File: src/rtl/fp_addsub_pipe.sv
// -----------------------------------------------------------------------------
// fp_addsub_pipe
//
// Three-stage pipelined IEEE-754 adder/subtractor with valid/ready flow
// control, round-to-nearest-even and canonical special-value handling.
// Denormal operands are flushed to signed zero, and tiny results are flushed
// to signed zero as well.
//
//   S1  unpack, classify, swap larger magnitude first, align smaller operand
//   S2  significand add / subtract
//   S3  normalise, round, pack (this register drives the outputs)
//
// Optional build macro:
//   FP_ADDSUB_FLAGS_EN  adds the out_flags port and all flag logic.
//
// Ports:
//   clk        rising-edge clock
//   rst        synchronous active-high reset, empties the pipeline
//   in_valid   operand pair present on a/b/symbol
//   in_ready   block accepts operands this cycle
//   a, b       operands, DATA_WIDTH bits each
//   symbol     0 = a+b, 1 = a-b
//   out_valid  result present on out
//   out_ready  downstream accepts result
//   out        result, DATA_WIDTH bits
//   out_flags  {invalid, overflow, underflow, inexact} (FP_ADDSUB_FLAGS_EN only)
// -----------------------------------------------------------------------------
module fp_addsub_pipe #(
   parameter int EXP_W      = 8,
   parameter int MAN_W      = 23,
   // Derived from the field widths; leave at its default.
   parameter int DATA_WIDTH = 1 + EXP_W + MAN_W
) (
   input  logic                  clk,
   input  logic                  rst,
   input  logic                  in_valid,
   output logic                  in_ready,
   input  logic [DATA_WIDTH-1:0] a,
   input  logic [DATA_WIDTH-1:0] b,
   input  logic                  symbol,
   output logic                  out_valid,
   input  logic                  out_ready,
   output logic [DATA_WIDTH-1:0] out
`ifdef FP_ADDSUB_FLAGS_EN
   ,
   output logic [3:0]            out_flags
`endif
);

   // Working significand: hidden bit, stored mantissa, guard, round, sticky.
   localparam int SW  = MAN_W + 4;
   localparam int LZW = $clog2(SW + 1);

   localparam logic [EXP_W-1:0]      EXP_ONES = {EXP_W{1'b1}};
   localparam logic [DATA_WIDTH-1:0] QNAN     = {1'b0, EXP_ONES, 1'b1, {(MAN_W-1){1'b0}}};

   // ---------------------------------------------------------------------------
   // Flow control
   // ---------------------------------------------------------------------------
   logic s1_valid, s2_valid, s3_valid;
   logic s3_ready, s2_ready, s1_advance;

   assign s3_ready   = !s3_valid || out_ready;
   assign s2_ready   = !s2_valid || s3_ready;
   assign s1_advance = s1_valid && s2_ready;
   assign in_ready   = !s1_valid || s1_advance;
   assign out_valid  = s3_valid;

   // ---------------------------------------------------------------------------
   // S1: unpack, classify, swap, align
   // ---------------------------------------------------------------------------
   logic             a_sign, b_sign;
   logic [EXP_W-1:0] a_exp, b_exp;
   logic [MAN_W-1:0] a_man, b_man;
   logic             a_zero, b_zero, a_inf, b_inf, a_nan, b_nan;

   assign a_sign = a[DATA_WIDTH-1];
   assign b_sign = b[DATA_WIDTH-1] ^ symbol;
   assign a_exp  = a[DATA_WIDTH-2 -: EXP_W];
   assign b_exp  = b[DATA_WIDTH-2 -: EXP_W];
   assign a_man  = a[MAN_W-1:0];
   assign b_man  = b[MAN_W-1:0];

   // A zero exponent covers both true zeros and denormals (flushed).
   assign a_zero = (a_exp == '0);
   assign b_zero = (b_exp == '0);
   assign a_inf  = (a_exp == EXP_ONES) && (a_man == '0);
   assign b_inf  = (b_exp == EXP_ONES) && (b_man == '0);
   assign a_nan  = (a_exp == EXP_ONES) && (a_man != '0);
   assign b_nan  = (b_exp == EXP_ONES) && (b_man != '0);

   logic                  c1_special;
   logic [DATA_WIDTH-1:0] c1_spec_val;

   // NOTE: every always_comb output gets a default on its first line, so no
   // path through the block can leave it unassigned and infer a latch.
   always_comb begin
      c1_special  = 1'b1;
      c1_spec_val = QNAN;
      if (a_nan || b_nan) begin
         c1_spec_val = QNAN;
      end else if (a_inf && b_inf && (a_sign != b_sign)) begin
         c1_spec_val = QNAN;
      end else if (a_inf) begin
         c1_spec_val = {a_sign, EXP_ONES, {MAN_W{1'b0}}};
      end else if (b_inf) begin
         c1_spec_val = {b_sign, EXP_ONES, {MAN_W{1'b0}}};
      end else if (a_zero && b_zero) begin
         // Only (-0)+(-0) keeps the negative sign under round-to-nearest.
         c1_spec_val = {a_sign & b_sign, {(DATA_WIDTH-1){1'b0}}};
      end else if (b_zero) begin
         c1_spec_val = a;
      end else if (a_zero) begin
         c1_spec_val = {b_sign, b[DATA_WIDTH-2:0]};
      end else begin
         c1_special = 1'b0;
      end
   end

`ifdef FP_ADDSUB_FLAGS_EN
   logic a_snan, b_snan, c1_invalid;
   assign a_snan     = a_nan && !a_man[MAN_W-1];
   assign b_snan     = b_nan && !b_man[MAN_W-1];
   assign c1_invalid = (a_nan || b_nan) ? (a_snan || b_snan)
                                        : (a_inf && b_inf && (a_sign != b_sign));
`endif

   // Exponent and mantissa concatenated compare as an unsigned magnitude.
   logic             b_bigger;
   logic             big_sign;
   logic [EXP_W-1:0] big_exp, small_exp, exp_diff;
   logic [MAN_W-1:0] big_man, small_man;
   logic [SW-1:0]    small_ext, lost_mask, aligned;

   assign b_bigger  = {b_exp, b_man} > {a_exp, a_man};
   assign big_sign  = b_bigger ? b_sign : a_sign;
   assign big_exp   = b_bigger ? b_exp  : a_exp;
   assign big_man   = b_bigger ? b_man  : a_man;
   assign small_exp = b_bigger ? a_exp  : b_exp;
   assign small_man = b_bigger ? a_man  : b_man;
   assign exp_diff  = big_exp - small_exp;
   assign small_ext = {1'b1, small_man, 3'b000};

   // Bits shifted past the sticky position are OR-ed back into it. Once the
   // shift reaches the full width, only the sticky bit survives.
   always_comb begin
      lost_mask = '0;
      aligned   = {{(SW-1){1'b0}}, 1'b1};
      if (32'(exp_diff) < SW) begin
         lost_mask = ~({SW{1'b1}} << exp_diff);
         aligned   = (small_ext >> exp_diff) |
                     {{(SW-1){1'b0}}, |(small_ext & lost_mask)};
      end
   end

   logic                  s1_sign, s1_sub, s1_special;
   logic [EXP_W-1:0]      s1_exp;
   logic [SW-1:0]         s1_big, s1_small;
   logic [DATA_WIDTH-1:0] s1_spec_val;

   // ---------------------------------------------------------------------------
   // S2: significand add / subtract (larger magnitude is always s1_big)
   // ---------------------------------------------------------------------------
   logic [SW:0] c2_sum;
   assign c2_sum = s1_sub ? ({1'b0, s1_big} - {1'b0, s1_small})
                          : ({1'b0, s1_big} + {1'b0, s1_small});

   logic                  s2_sign, s2_special;
   logic [EXP_W-1:0]      s2_exp;
   logic [SW:0]           s2_sum;
   logic [DATA_WIDTH-1:0] s2_spec_val;

`ifdef FP_ADDSUB_FLAGS_EN
   logic s1_invalid, s2_invalid;
`endif

   // ---------------------------------------------------------------------------
   // S3: normalise, round to nearest even, pack
   // ---------------------------------------------------------------------------
   logic [LZW-1:0]        lz;
   logic [SW-1:0]         norm;
   logic [EXP_W+1:0]      exp_n, exp_r;
   logic [MAN_W+1:0]      rounded;
   logic [MAN_W-1:0]      res_man;
   logic                  guard, rnd_sticky, round_up;
   logic                  is_uf, is_of;
   logic [DATA_WIDTH-1:0] c3_res;

   always_comb begin
      // Leading-zero count of the carry-free sum; the highest set bit wins.
      lz = LZW'(SW);
      for (int i = 0; i < SW; i++) begin
         if (s2_sum[i]) lz = LZW'(SW - 1 - i);
      end

      norm  = s2_sum[SW-1:0] << lz;
      exp_n = {2'b00, s2_exp} - (EXP_W+2)'(lz);
      if (s2_sum[SW]) begin
         norm  = {s2_sum[SW:2], s2_sum[1] | s2_sum[0]};
         exp_n = {2'b00, s2_exp} + (EXP_W+2)'(1);
      end

      guard      = norm[2];
      rnd_sticky = norm[1] | norm[0];
      round_up   = guard && (rnd_sticky || norm[3]);
      rounded    = {1'b0, norm[SW-1:3]} + (MAN_W+2)'(round_up);

      exp_r   = exp_n;
      res_man = rounded[MAN_W-1:0];
      if (rounded[MAN_W+1]) begin
         exp_r   = exp_n + (EXP_W+2)'(1);
         res_man = rounded[MAN_W:1];
      end
   end

   // exp_n is two's complement here; the top bit marks a negative exponent.
   assign is_uf = exp_n[EXP_W+1] || (exp_n == '0);
   assign is_of = (exp_r >= {2'b00, EXP_ONES});

   always_comb begin
      c3_res = {s2_sign, exp_r[EXP_W-1:0], res_man};
      if (s2_special) begin
         c3_res = s2_spec_val;
      end else if (s2_sum == '0) begin
         c3_res = '0;
      end else if (is_uf) begin
         c3_res = {s2_sign, {(DATA_WIDTH-1){1'b0}}};
      end else if (is_of) begin
         c3_res = {s2_sign, EXP_ONES, {MAN_W{1'b0}}};
      end
   end

`ifdef FP_ADDSUB_FLAGS_EN
   logic [3:0] c3_flags;
   always_comb begin
      c3_flags = 4'b0000;
      if (s2_special) begin
         c3_flags[3] = s2_invalid;
      end else if (s2_sum != '0) begin
         c3_flags[0] = guard | rnd_sticky;
         if (is_uf) begin
            c3_flags[1:0] = 2'b11;
         end else if (is_of) begin
            c3_flags[2] = 1'b1;
            c3_flags[0] = 1'b1;
         end
      end
   end
`endif

   // ---------------------------------------------------------------------------
   // Registers
   // ---------------------------------------------------------------------------
   // NOTE: sequential state uses non-blocking assignments so every register
   // samples the pre-edge values regardless of statement order.
   always_ff @(posedge clk) begin
      if (rst) begin
         s1_valid <= 1'b0;
         s2_valid <= 1'b0;
         s3_valid <= 1'b0;
         out      <= '0;
`ifdef FP_ADDSUB_FLAGS_EN
         out_flags <= 4'b0000;
`endif
      end else begin
         if (in_ready) s1_valid <= in_valid;
         if (s2_ready) s2_valid <= s1_valid;
         if (s3_ready) s3_valid <= s2_valid;
         if (s3_ready && s2_valid) begin
            out <= c3_res;
`ifdef FP_ADDSUB_FLAGS_EN
            out_flags <= c3_flags;
`endif
         end
      end
   end

   // NOTE: the S1/S2 payload registers carry no reset; they are only ever
   // observed behind their stage-valid bit, which reset does clear.
   always_ff @(posedge clk) begin
      if (in_ready && in_valid) begin
         s1_sign     <= big_sign;
         s1_sub      <= (a_sign != b_sign);
         s1_exp      <= big_exp;
         s1_big      <= {1'b1, big_man, 3'b000};
         s1_small    <= aligned;
         s1_special  <= c1_special;
         s1_spec_val <= c1_spec_val;
`ifdef FP_ADDSUB_FLAGS_EN
         s1_invalid  <= c1_invalid;
`endif
      end
      if (s1_advance) begin
         s2_sign     <= s1_sign;
         s2_exp      <= s1_exp;
         s2_sum      <= c2_sum;
         s2_special  <= s1_special;
         s2_spec_val <= s1_spec_val;
`ifdef FP_ADDSUB_FLAGS_EN
         s2_invalid  <= s1_invalid;
`endif
      end
   end

endmodule
File: config.mk
export PLATFORM = sky130hd
export DESIGN_NAME = fp_addsub_pipe
export DESIGN_NICKNAME = d
export VERILOG_FILES = /design/src/rtl/fp_addsub_pipe.sv
export SDC_FILE = /design/constraint.sdc
export NUM_CORES = 1
export LEC_CHECK = 0
export ABC_AREA = 1
export CORE_MARGIN = 2
export CORE_UTILIZATION = 41
export DETAILED_ROUTE_END_ITERATION = 10
export PLACE_DENSITY_LB_ADDON = 0.08
export SYNTH_ARGS = -nofsm -noshare
export SYNTH_HDL_FRONTEND = slang
export SYNTH_SLANG_ARGS = --single-unit
File: constraint.sdc
create_clock -name clk -period 6.95 [get_ports clk]
set_clock_uncertainty 0.2 [all_clocks]
set_input_delay 1.39 -clock clk [delete_from_list [all_inputs] [get_ports clk]]
set_output_delay 1.39 -clock clk [all_outputs]
set_load 0.01 [all_outputs]
# Word level (Yosys, flattened, before mapping)
# Cells that the tools add are included.
[classes]
n_addsub = 7
order_cmp = 3
eq_ne = 3
shifts = 3
muxes = 47
n_bitwise = 7
reduce_logical = 33
[ops]
columns = ["cell", "count"]
rows = [
  ["$mux 32", 7],
  ["$mux 5", 26],
  ["$mux 23", 3],
  ["$mux 31", 2],
  ["$logic_not 23->1", 2],
  ["$reduce_bool 23->1", 2],
  ["$gt 31x31->1", 1],
  ["$add 27x27->28", 1],
  ["$logic_not 28->1", 1],
  ["$mux 28", 1],
  ["$sub 27x27->28", 1],
  ["$and 27x27->27", 1],
  ["$mux 27", 1],
  ["$not 27->27", 1],
  ["$or 27x1->27", 1],
  ["$reduce_or 27->1", 1],
  ["$shl 27x5->27", 1],
  ["$shl 27x8->27 const A", 1],
  ["$shr 27x8->27", 1],
  ["$add 24x1->25", 1],
  ["$mux 10", 2],
  ["$eq 8x8->1 const B", 2],
  ["$logic_not 8->1", 2],
  ["$mux 8", 2],
  ["other kinds (19)", 39],
]
[word_totals]
register_bits = 198
input_bits = 69
out_inout_bits = 34

# Logic depth before layout (Yosys ltp)
[depth]
word_depth = 39
ltp_mapped = 48
ltp_nobuf = 46

# Worst setup path after synthesis
# OpenSTA, ideal clock, no wires.
[synth_path]
path_type = "in2reg"
start = "in a[2]"
end = "reg s1_small[0], data pin"
t_arrival_ns = 4.909
t_required_ns = 6.497
setup_slack_ns = 1.587
cell_stages = 30
n_path_buf = 0
path_cell_list = "inv_1 > ha_1 > a21oi_1 > o21ai_0 > and2_1 > nor2_1 > o21ai_1 > a21oi_1 > nor3_1 > o31ai_1 > nand2_1 > nand2_1 > nand2_1 > o21ai_0 > o21bai_1 > ha_1 > inv_1 > nand2_1 > inv_1 > o21bai_1 > xor2_1 > nand2_1 > nor2_2 > clkinv_1 > o21ai_1 > nand4_1 > nor2_1 > nand3_1 > nor2_1 > nand2_1"
[synth_between]
elab_chain_len = 8
[synth_lines]
columns = ["element", "line", "rtl"]
rows = [
  ["from (decl)", "38", "input logic [DATA_WIDTH-1:0] a,"],
  ["$gt 31x31->1 (*)", "135", "assign b_bigger = {b_exp, b_man} > {a_exp, a_man};"],
  ["$mux 8 (*)", "137", "assign big_exp = b_bigger ? b_exp : a_exp;"],
  ["via big_exp[0]", "131", "logic [EXP_W-1:0] big_exp, small_exp, exp_diff;"],
  ["$sub 8x8->8 (*)", "141", "assign exp_diff = big_exp - small_exp;"],
  ["$shl 27x8->27", "150", "lost_mask = ~({SW{1'b1}} << exp_diff);"],
  ["$not 27->27", "150", ""],
  ["$and 27x27->27", "152", "{{(SW-1){1'b0}}, |(small_ext & lost_mask)};"],
  ["$reduce_or 27->1", "152", ""],
  ["$or 27x1->27", "151", "aligned = (small_ext >> exp_diff) |"],
  ["to (signal assigned)", "286", "s1_small <= aligned;"],
  ["to (decl)", "158", "logic [SW-1:0] s1_big, s1_small;"],
]
# The timed path passes the listed nets; every way through them passes the cells marked *.
# A chain may end at the register's enable or synchronous reset.

# Final worst setup path
[layout_path]
start = "in a[28]"
end = "reg s1_small[5], data pin"
[layout_between]
elab_chain_len = 5
[layout_lines]
columns = ["element", "line"]
rows = [
  ["$gt 31x31->1", "135"],
  ["$mux 8, on equally long branches", "137, 139"],
  ["$sub 8x8->8", "141"],
  ["$shr 27x8->27", "151"],
  ["$or 27x1->27", "151"],
]
# Several ways; a longest one is shown, not always the timed one.

==> impl_metrics.tcl <==
set metrics [dict create \
    use_met1_pct 38.3 \
    cts_tree "done" \
    die_w_um 202 \
    nets 2483 \
    htree_levels 4 \
    avgSynthCellArea_um2 7.22 \
    antenna_found_initial 1 \
    synth-seq-cells 198 \
    hpwl_um 44700 \
    first_iter_violations 1394 \
    leakage_nw 8.02 \
    initial_core_util_pct 41.7 \
    drive_gt1_share_pct 7.49 \
    insertion_delay_ns 0.46 \
    cp-start-kind "input pin" \
    grt_max_degree 76 \
    vias 15800 \
    critPathKind "in -> reg" \
    die_h_um 202 \
    gr-max-usage-layer "met2" \
    synthArstFlopShare_pct 0 \
    cts_made_buffers 17 \
    ir_drop_uv 185 \
    hold_violations 0 \
    maxCapViolCount 0 \
    cp-end-kind "register" \
    worstPathMaxFanout 20 \
    max_freq_mhz 155 \
    place_area_um2 17900 \
    fp.dieArea_um2 41000 \
    gr-total-overflow 0 \
    grt_usage_pct 27.2 \
    grt_pass1_vias 14800 \
    relSlewSlack_pct 23.2 \
    wl_um 55700 \
    rsz0062_at_grt "false" \
    synth_cell_types 54 \
    slowest_stage "clkdlybuf4s50_1" \
    pin_count 103 \
    io_buffers 102 \
    netlist_instances 2234 \
    postCtsHoldBufs 0 \
    fin_util_pct 47.7 \
    worst_pin_slew_ns 1.15 \
    first_pass_iters 8 \
    final-max-slew-violation-count 0 \
    met3_usage_pct 3.19 \
    wl_per_cell_um 19.5 \
    route.detailed.drc 0 \
    cts.sinks 198 \
    critical_path.most_common_cell "nand2_1" \
    synth-edff-count 163 \
    setup_violations 0 \
    viasPerCell 5.53 \
    cp.required_ns 7.06 \
    min_period_ns 6.47 \
    ant_nets 0 \
    syn-num-nets 2394 \
    pwr_density_cell_nw_per_um2 217 \
    placedCellCount 2822 \
    hp-class "reg -> reg" \
    grt_util_met2_pct 43.0 \
    seq_area_frac_synth_pct 34.7 \
    final_cell_area_um2 18500 \
    fin_crit_sh_pct 93.1 \
    crit_arrival_ns 6.58 \
    cts_buffer_depth 2 \
    setup_ws_ns 0.481 \
    power_mw 4.01 \
    syn_to_final_growth_pct 14.5 \
    core_area_um2 38700 \
    core.rowCount 72 \
    gp_congestion 0.953 \
    outcome "completed" \
    yosys_warnings 0 \
    synthFlopType "edfxtp_1" \
    clkSlewWorstSetupHoldPaths_ns 0.08 \
    cts_root_buf "clkbuf_16" \
    synth.cell_area_um2 16100 \
    instances_no_fill 2855 \
    grt_pass1_wl_um 85700 \
    dp_slack_ns -0.0533 \
    cpPeakStageDelay_ns 0.60 \
]
-- cell type report --
cell class | instances | area, um2
Antenna cell | 1 | 2.50
Clock buffer | 18 | 429
Clock inverter | 14 | 184
Fill cell | 3930 | 20300
Inverter | 254 | 955
Multi-Input combinational cell | 1682 | 9130
Sequential cell | 198 | 5600
Tap cell | 518 | 648
Timing Repair Buffer | 170 | 1530
-- synthesized netlist by cell type (all sizes together) (17+ instances only) --
cell type	n	share of area, %
nand3	375	12
nor2	118	3.1
nand2	507	12
a21oi	181	5.8
inv	248	5.8
clkbuf	68	1.6
a211oi	25	1.2
o21ai	177	5.5
nor3	17	0.53
buf	32	1.3
edfxtp	163	30
dfxtp	35	4.3
nand4	34	1.3
ha	89	6.9
xor2	46	2.5
-- through the flow --
stage	hold WS, ns	TNS, ns
2_1_floorplan	0.200	0
3_3_place_gp	0.203	-0.224
3_5_place_dp	0.205	-0.0743
4_1_cts	0.220	0
5_1_grt	0.225	0
6_report	0.216	0
-- state kept, by name, indices dropped and copies added (netlist names) --
signal / count
s1_sub: 1
s1_special: 1
s1_small: 27
s1_spec_val: 32
s2_special: 1
out: 32
s2_spec_val: 32
s1_sign: 1
s1_big: 23
s1_valid: 1
out_valid: 1
s2_sign: 1
s2_exp: 8
s2_valid: 1
s2_sum: 28
s1_exp: 8
-- critical path, delay by kind of cell --
family / cells / cell delay (ns)
AO/OA/AOI/OAI: 7 / 2.02
AND/OR/NAND/NOR: 13 / 1.43
buffers and inverters: 7 / 1.40
adder cells (fa/ha/maj): 1 / 0.34
-- path summary, 6_finish.rpt --
path         startpoint     endpoint  slack (ns)  cells past startpoint
max reg2reg   s2_sum[5]      out[12]        0.96                     43
max               a[28]  s1_small[5]        0.48                     28
min          s1_special   s2_special        0.22                      0
min reg2reg  s1_special   s2_special        0.22                      0
-- power breakdown --
part | leakage, nW | total [mW] | switching, mW | internal, mW
Combinational | 5.84 | 1.56 | 1.04 | 0.517
Clock | 0.289 | 1.00 | 0.485 | 0.518
Sequential | 1.90 | 1.45 | 0.0615 | 1.38
Total | 8.02 | 4.01 | 1.59 | 2.42
-- placed cells by master (no fill, tap or decap), types with 3 or more instances in the layout --
cell,instances
a211oi_1,25
a21o_1,3
a21oi_1,170
a21oi_2,11
a221oi_1,3
a31oi_1,12
buf_4,68
clkbuf_16,17
clkdlybuf4s50_1,102
clkinv_1,6
clkinv_8,4
dfxtp_1,35
edfxtp_1,163
ha_1,89
inv_1,235
inv_2,12
mux2i_1,3
nand2_1,497
nand2_2,8
nand3_1,358
nand3_2,15
nand3b_1,5
nand4_1,34
nor2_1,104
nor2_2,10
nor2_4,3
nor3_1,17
nor4_1,14
o211ai_1,4
o21ai_0,169
o21ai_1,7
o21bai_1,11
o22ai_1,12
o31ai_1,11
or2_2,5
xnor2_1,13
xor2_1,46
-- metal layers --
metal,routed length [um],vias to the layer above
met5,0,-
met4,1840,0
met3,3070,93
met2,25300,551
met1,25500,7294
li1,-,7859
-- kinds of logic (layout without fill, tap and decap cells) --
logic type	count (synthesis)	in the layout	synth area share, %
adders and majority gates	91	91	7.15
AOI/OAI and AO/OA	451	451	15.7
buffers and inverters	354	456	8.82
DFF	198	198	34.7
and+or+nand+nor	1078	1078	30.3
muxes	3	3	0.186
xor gates and xnor gates	59	59	3.20
other	0	1	0
-- timing repair --
action / 4_1_cts / 5_1_grt
setup buffers: 0 / 0
endpoints found under the setup margin: 0 / 16
resized for setup: 0 / 2
Power figures use the tool's default switching activity.
